<file path="src/rtl/vga_timing_pkg.sv">
// ============================================================================
// Module   : vga_timing_pkg
// Brief    : Shared 640x480@60 raster constants and helpers for timing/colour
// Revision : 1.0
// ============================================================================
`default_nettype none

package vga_timing_pkg;

    localparam int COORD_W = 10;

    localparam int VGA_H_VISIBLE = 640;
    localparam int VGA_H_FRONT   = 16;
    localparam int VGA_H_SYNC    = 96;
    localparam int VGA_H_BACK    = 48;
    localparam int VGA_V_VISIBLE = 480;
    localparam int VGA_V_FRONT   = 10;
    localparam int VGA_V_SYNC    = 2;
    localparam int VGA_V_BACK    = 33;

    localparam int VGA_H_TOTAL = VGA_H_VISIBLE + VGA_H_FRONT + VGA_H_SYNC + VGA_H_BACK;
    localparam int VGA_V_TOTAL = VGA_V_VISIBLE + VGA_V_FRONT + VGA_V_SYNC + VGA_V_BACK;

    localparam int VGA_H_SYNC_START = VGA_H_VISIBLE + VGA_H_FRONT;
    localparam int VGA_H_SYNC_END   = VGA_H_SYNC_START + VGA_H_SYNC - 1;
    localparam int VGA_V_SYNC_START = VGA_V_VISIBLE + VGA_V_FRONT;
    localparam int VGA_V_SYNC_END   = VGA_V_SYNC_START + VGA_V_SYNC - 1;

    localparam logic VGA_SYNC_POL   = 1'b0;
    localparam int   VGA_PIPE_DELAY = 1;

    // Signals that travel through the colour-stage latency compensation line.
    typedef struct packed {
        logic hsync;
        logic vsync;
        logic blank;
    } sync_bus_t;

    function automatic logic sync_level(input logic asserted, input logic pol);
        return asserted ? pol : ~pol;
    endfunction

endpackage

`default_nettype wire

</file>
<file path="src/rtl/sync_delay.sv">
// ============================================================================
// Module   : sync_delay
// Brief    : Clock-enable gated shift register; DEPTH=0 is a plain wire
// Revision : 1.0
// ============================================================================
`default_nettype none

module sync_delay #(
    parameter int               WIDTH     = 3,
    parameter int               DEPTH     = 1,
    parameter logic [WIDTH-1:0] RESET_VAL = '0
) (
    input  logic             clk,
    input  logic             reset,
    input  logic             ce,
    input  logic [WIDTH-1:0] din,
    output logic [WIDTH-1:0] dout
);

    generate
        if (DEPTH == 0) begin : g_bypass
            logic unused_ctrl;
            assign unused_ctrl = ^{clk, reset, ce};
            assign dout        = din;
        end else begin : g_shift
            logic [WIDTH-1:0] stages [DEPTH];

            always_ff @(posedge clk or posedge reset) begin
                if (reset) begin
                    for (int i = 0; i < DEPTH; i++) begin
                        stages[i] <= RESET_VAL;
                    end
                end else if (ce) begin
                    stages[0] <= din;
                    for (int i = 1; i < DEPTH; i++) begin
                        stages[i] <= stages[i-1];
                    end
                end
            end

            assign dout = stages[DEPTH-1];
        end
    endgenerate

endmodule

`default_nettype wire

</file>
<file path="src/rtl/vga_timing.sv">
// ============================================================================
// Module   : vga_timing
// Brief    : Raster counters, coordinate/sync decode and line/frame pulses
// Revision : 1.0
// ============================================================================
`default_nettype none

module vga_timing
    import vga_timing_pkg::*;
#(
    parameter int   H_VISIBLE  = VGA_H_VISIBLE,
    parameter int   H_FRONT    = VGA_H_FRONT,
    parameter int   H_SYNC     = VGA_H_SYNC,
    parameter int   H_BACK     = VGA_H_BACK,
    parameter int   V_VISIBLE  = VGA_V_VISIBLE,
    parameter int   V_FRONT    = VGA_V_FRONT,
    parameter int   V_SYNC     = VGA_V_SYNC,
    parameter int   V_BACK     = VGA_V_BACK,
    parameter logic SYNC_POL   = VGA_SYNC_POL,
    parameter int   PIPE_DELAY = VGA_PIPE_DELAY
) (
    input  logic               clk,
    input  logic               reset,
    input  logic               ce,
    output logic [COORD_W-1:0] x,
    output logic [COORD_W-1:0] y,
    output logic               active,
    output logic               line_start,
    output logic               frame_start,
    output logic               hsync,
    output logic               vsync,
    output logic               blank
);

    localparam int H_TOTAL      = H_VISIBLE + H_FRONT + H_SYNC + H_BACK;
    localparam int V_TOTAL      = V_VISIBLE + V_FRONT + V_SYNC + V_BACK;
    localparam int H_SYNC_START = H_VISIBLE + H_FRONT;
    localparam int H_SYNC_END   = H_SYNC_START + H_SYNC - 1;
    localparam int V_SYNC_START = V_VISIBLE + V_FRONT;
    localparam int V_SYNC_END   = V_SYNC_START + V_SYNC - 1;

    generate
        if (H_TOTAL > (1 << COORD_W)) begin : g_h_total_check
            $error("vga_timing: H_TOTAL does not fit the 10-bit horizontal counter");
        end
        if (V_TOTAL > (1 << COORD_W)) begin : g_v_total_check
            $error("vga_timing: V_TOTAL does not fit the 10-bit vertical counter");
        end
        if ((PIPE_DELAY < 0) || (PIPE_DELAY > 7)) begin : g_pipe_check
            $error("vga_timing: PIPE_DELAY must be within 0..7");
        end
    endgenerate

    localparam logic [COORD_W-1:0] ONE    = COORD_W'(1);
    localparam logic [COORD_W-1:0] H_LAST = COORD_W'(H_TOTAL - 1);
    localparam logic [COORD_W-1:0] V_LAST = COORD_W'(V_TOTAL - 1);
    localparam logic [COORD_W-1:0] H_VIS  = COORD_W'(H_VISIBLE);
    localparam logic [COORD_W-1:0] V_VIS  = COORD_W'(V_VISIBLE);
    localparam logic [COORD_W-1:0] H_SS   = COORD_W'(H_SYNC_START);
    localparam logic [COORD_W-1:0] H_SE   = COORD_W'(H_SYNC_END);
    localparam logic [COORD_W-1:0] V_SS   = COORD_W'(V_SYNC_START);
    localparam logic [COORD_W-1:0] V_SE   = COORD_W'(V_SYNC_END);

    logic [COORD_W-1:0] hcnt;
    logic [COORD_W-1:0] vcnt;
    logic [COORD_W-1:0] hcnt_next;
    logic [COORD_W-1:0] vcnt_next;
    logic               h_wrap;
    logic               v_wrap;
    logic               h_vis_next;
    logic               v_vis_next;
    logic               hsync_next;
    logic               vsync_next;
    logic               hsync_raw;
    logic               vsync_raw;
    sync_bus_t          sync_raw;
    sync_bus_t          sync_out;

    // Everything registered is decoded from the post-edge counter values so
    // x/y/active line up with hcnt/vcnt with no skew.
    always_comb begin
        h_wrap    = (hcnt == H_LAST);
        v_wrap    = h_wrap && (vcnt == V_LAST);
        hcnt_next = h_wrap ? '0 : hcnt + ONE;
        vcnt_next = vcnt;
        if (v_wrap) begin
            vcnt_next = '0;
        end else if (h_wrap) begin
            vcnt_next = vcnt + ONE;
        end
        h_vis_next = (hcnt_next < H_VIS);
        v_vis_next = (vcnt_next < V_VIS);
        hsync_next = sync_level((hcnt_next >= H_SS) && (hcnt_next <= H_SE), SYNC_POL);
        vsync_next = sync_level((vcnt_next >= V_SS) && (vcnt_next <= V_SE), SYNC_POL);
    end

    always_ff @(posedge clk or posedge reset) begin
        if (reset) begin
            hcnt        <= '0;
            vcnt        <= '0;
            x           <= '0;
            y           <= '0;
            active      <= 1'b1;
            line_start  <= 1'b0;
            frame_start <= 1'b0;
            hsync_raw   <= ~SYNC_POL;
            vsync_raw   <= ~SYNC_POL;
        end else if (ce) begin
            hcnt        <= hcnt_next;
            vcnt        <= vcnt_next;
            x           <= h_vis_next ? hcnt_next : '0;
            y           <= v_vis_next ? vcnt_next : '0;
            active      <= h_vis_next && v_vis_next;
            line_start  <= h_wrap;
            frame_start <= v_wrap;
            hsync_raw   <= hsync_next;
            vsync_raw   <= vsync_next;
        end
    end

    // Syncs and blank are retimed to match the colour stage's pixel latency.
    assign sync_raw = '{hsync: hsync_raw, vsync: vsync_raw, blank: ~active};

    sync_delay #(
        .WIDTH     (3),
        .DEPTH     (PIPE_DELAY),
        .RESET_VAL ({~SYNC_POL, ~SYNC_POL, 1'b1})
    ) u_sync_delay (
        .clk   (clk),
        .reset (reset),
        .ce    (ce),
        .din   (sync_raw),
        .dout  (sync_out)
    );

    assign hsync = sync_out.hsync;
    assign vsync = sync_out.vsync;
    assign blank = sync_out.blank;

endmodule

`default_nettype wire
</file>
<file path="config.mk">
export PLATFORM = sky130hd
export DESIGN_NAME = vga_timing
export DESIGN_NICKNAME = d
export VERILOG_FILES = /design/src/rtl/vga_timing_pkg.sv /design/src/rtl/sync_delay.sv /design/src/rtl/vga_timing.sv
export SDC_FILE = /design/constraint.sdc
export NUM_CORES = 1
export LEC_CHECK = 0
export ABC_AREA = 1
export BUFFER_PORTS_ARGS = -buffer_cell sky130_fd_sc_hd__buf_2
export CAP_MARGIN = 20
export CELL_PAD_IN_SITES_DETAIL_PLACEMENT = 2
export CELL_PAD_IN_SITES_GLOBAL_PLACEMENT = 2
export CORE_MARGIN = 2
export CORE_UTILIZATION = 34
export DETAILED_ROUTE_END_ITERATION = 8
export PLACE_DENSITY = 0.82
export SYNTH_ARGS = -nofsm -noshare
export SYNTH_HDL_FRONTEND = slang
export SYNTH_SLANG_ARGS = --single-unit
export TNS_END_PERCENT = 20
</file>
<file path="constraint.sdc">
create_clock -name clk -period 1.9 [get_ports clk]
set_input_delay 0.285 -clock clk [delete_from_list [all_inputs] [get_ports clk]]
set_output_delay 0.285 -clock clk [all_outputs]
set_load 0.05 [all_outputs]
</file>
==> impl_metrics.csv <==
group,metric,value,unit
worst_setup_path,cpMostUsedCell,"nand2_1",
layout,most-common-layout-cells,"99 x nand2_1, 41 x dfrtp_1, 33 x inv_1, 28 x buf_2",
global_routing,grt_max_degree,29,
power,pwr_density_cell,1100,nW/um^2
placement,port_buffers,28,
routing,first_pass_iters,4,
logic_synthesis,ys_types,29,
clocking,clkLatencyLatePin,0.32,ns
routing,remaining_drc_errors,0,
layout,design_area,3320,sq um
layout,layout.core_utilization,0.458,
global_routing,grt_pass1_vias,2788,
worst_setup_path,critPathCaptureType,"flip-flop",
power,clkPwrFrac,0.257,
clocking,clk_transition_reported_paths,0.11,ns
power,combPwrFrac,0.361,
floorplanning,start_util,0.353,
clocking,h-tree-depth,2,
logic_synthesis,netlist_area,2560,sq um
worst_setup_path,critical-path-slowest-cell,"dfrtp_1",
logic_synthesis,syn_inst,328,
layout,syn_to_final_growth,29.9,%
sta,final-setup-viol-count,21,
worst_setup_path,slowest_delay,0.41,ns
placement,dp_hpwl,5920,um
global_routing,grt_pass1_wl,14900,um
logic_synthesis,syn_avg_cell_area,7.80,sq um
global_routing,grt_usage,0.230,
clocking,cts_tree,"done",
sta,period_share,1.11,
floorplanning,row_count,31,
worst_setup_path,cp_num_buf_inv,2,
logic_synthesis,ys_seq_elements,48,
logic_synthesis,synthesis.nets,335,
floorplanning,fp.dieH,90.8,um
worst_setup_path,crit_path_start_kind,"flip-flop",
worst_setup_path,arrival,2.31,ns
worst_setup_path,crit_family,"simple AND/OR/NAND/NOR gates",
placement,dpl_cell_area,2920,sq um
routing,drt_iter0_drc,150,
clocking,cts.sinks,48,
outcome,violations,"negative setup slack",
floorplanning,fp.dieW,90.8,um
sta,rsz0062_at_grt,"yes",
sta,setup_tns,-2.21,ns
power,sequentialPowerShare,0.382,
layout,final_common_cell,"nand2_1",
run,drv_cap,0,
sta,slew_headroom,0.668,
worst_hold_path,holdCritPathClass,"in -> reg",
sta,worst_slack,-0.203,ns
clocking,cts_made_buffers,5,
sta,finalHoldViolations,0,
layout,num_antenna_cells,0,
floorplanning,die-area,8240,sq um
worst_setup_path,crit_chain,"inv_1, nand2_1, nor2_2, nand3_4, clkinv_4, nand2_1, nand2_1, nand3_2, nor2_4, nand2_4, nand3_1, nand2_1",
worst_setup_path,worstSetupPathType,"reg -> reg",
sta,hold_ws,0.369,ns
routing,avgViaCountPerCell,5.37,
layout,layout-drive-gt1-share,0.286,
power,p_sw_frac,0.420,
power,ir_drop,484,uV
clocking,cts_root_buf,"clkbuf_8",
floorplanning,coreArea,7250,sq um
logic_synthesis,yosysSeqAreaShare,0.472,
sta,worstMarginPinSlew,0.497,ns
power,power.leakage,1.76,nW
routing,routed_wl,10800,um
routing,ant_nets,0,
sta,fmax,475,MHz
sta,finalMaxSlewViolations,0,
global_routing,antenna_found_initial,0,
power,finalPower,0.00364,W
power,p_sw,0.00153,W
global_routing,grt-ovfl-total,0,
sta,skew,0.0151,ns
routing,avgRoutedWirePerCell,22.1,um
outcome,outcome,"finished, violations left",
power,p_int,0.00211,W
worst_setup_path,critPathRequiredTime,2.11,ns
logic_synthesis,yosysWarnings,0,
routing,vias,2617,
worst_setup_path,critPathMaxFanout,10,
clocking,clock_path_buffers,2,
layout,nets,394,
floorplanning,io_pins,29,
placement,place.gp.congestion,0.829,
sta,period_minus_slack,2.10,ns
final timing paths:
kind | from | end | slack [ns] | cells past startpoint
max | hcnt[6]$_DFFE_PP0P_ | y[6]$_DFFE_PP0P_ | -0.20 | 12
min | ce | hcnt[6]$_DFFE_PP0P_ | 0.37 | 2
max reg2reg | hcnt[6]$_DFFE_PP0P_ | y[6]$_DFFE_PP0P_ | -0.20 | 12
min reg2reg | u_sync_delay.dout[2]$_DFFE_PP1P_ | u_sync_delay.dout[2]$_DFFE_PP1P_ | 0.48 | 2
max in group asynchronous | reset | u_sync_delay.dout[1]$_DFFE_PP1P_ | 0.77 | 4
min in group asynchronous | reset | hcnt[6]$_DFFE_PP0P_ | 0.53 | 3
per-stage QoR:
step	instances	setup WS (ns)
3_5_place_dp	463	-0.0237
6_report	487	-0.203
4_1_cts	475	0.00451
2_1_floorplan	328	0.245
5_1_grt	487	-0.337
3_3_place_gp	463	0.00811
power by group through the flow:
stage,sequential (W),clock [W],combinational (W)
after global routing,0.00142,0.000973,0.00140
after global placement,0.00137,0,0.00104
after CTS,0.00136,0.000953,0.00114
after floorplan,0.00165,0,0.000463
after detailed placement,0.00138,0,0.00107
final,0.00139,0.000937,0.00131
cell usage after synthesis (all sizes together):
| cell | count | area, sq um |
|---|---|---|
| nand2 | 112 | 448 |
| dfstp | 6 | 158 |
| o21bai | 7 | 52.6 |
| inv | 37 | 139 |
| dfrtp | 42 | 1050 |
| clkbuf | 6 | 22.5 |
| o21ai | 23 | 119 |
| nand4 | 6 | 37.5 |
| nor3 | 3 | 20.0 |
| clkinv | 1 | 8.76 |
| nor2 | 35 | 170 |
| buf | 1 | 3.75 |
| nand3 | 33 | 188 |
| xor2 | 3 | 26.3 |
| or2 | 1 | 6.26 |
| a22o | 5 | 43.8 |
| a21oi | 3 | 15.0 |
| ha | 4 | 50.1 |
area by class of cell:
class	count	area, sq um
multi-input combinational	236	1300
sequential	48	1210
clock buffer	5	68.8
timing repair buffer	58	405
fill	851	3930
clock inverter	3	68.8
tap	99	124
inverter	38	148
worst reg2reg max path, cell delays in order, from the launching register on:
cell	delay [ns]
dfrtp_1	0.41
inv_1	0.18
nand2_1	0.11
nor2_2	0.27
nand3_4	0.20
clkinv_4	0.13
nand2_1	0.09
nand2_1	0.12
nand3_2	0.12
nor2_4	0.13
nand2_4	0.10
nand3_1	0.10
nand2_1	0.06
logic make-up after synthesis:
group	count (synthesis)	share of synthesized area
AND/OR/NAND/NOR	190	0.340
flip-flops	48	0.472
buffers and inverters	45	0.0680
AO/OA/AOI/OAI	38	0.0900
adder cells (fa/ha/maj)	4	0.0196
XOR/XNOR	3	0.0103
metal layers:
metal	vias to the layer above	global-route usage	wire length, um
li1	1161	-	-
met1	1355	0.300	4570
met2	72	0.400	5490
met3	29	0.0267	333
met4	0	0.0641	384
met5	-	0	0
registers in the layout (all words and copies together) (netlist names):
name               count
u_sync_delay.dout      3
vcnt                  10
x                     10
vsync_raw              1
line_start             1
y                     10
frame_start            1
hcnt                  10
hsync_raw              1
active                 1
repair_timing:
action / in CTS / in global routing
hold buffers: 1 / 0
setup endpoints to repair: 21 / 23
pin swaps: 2 / 6
setup buffers: 3 / 11
gates resized for setup: 3 / 28
endpoints found under the hold margin: 10 / 0
gates cloned: 0 / 1
No activity file was read; power rests on OpenSTA's default activity.
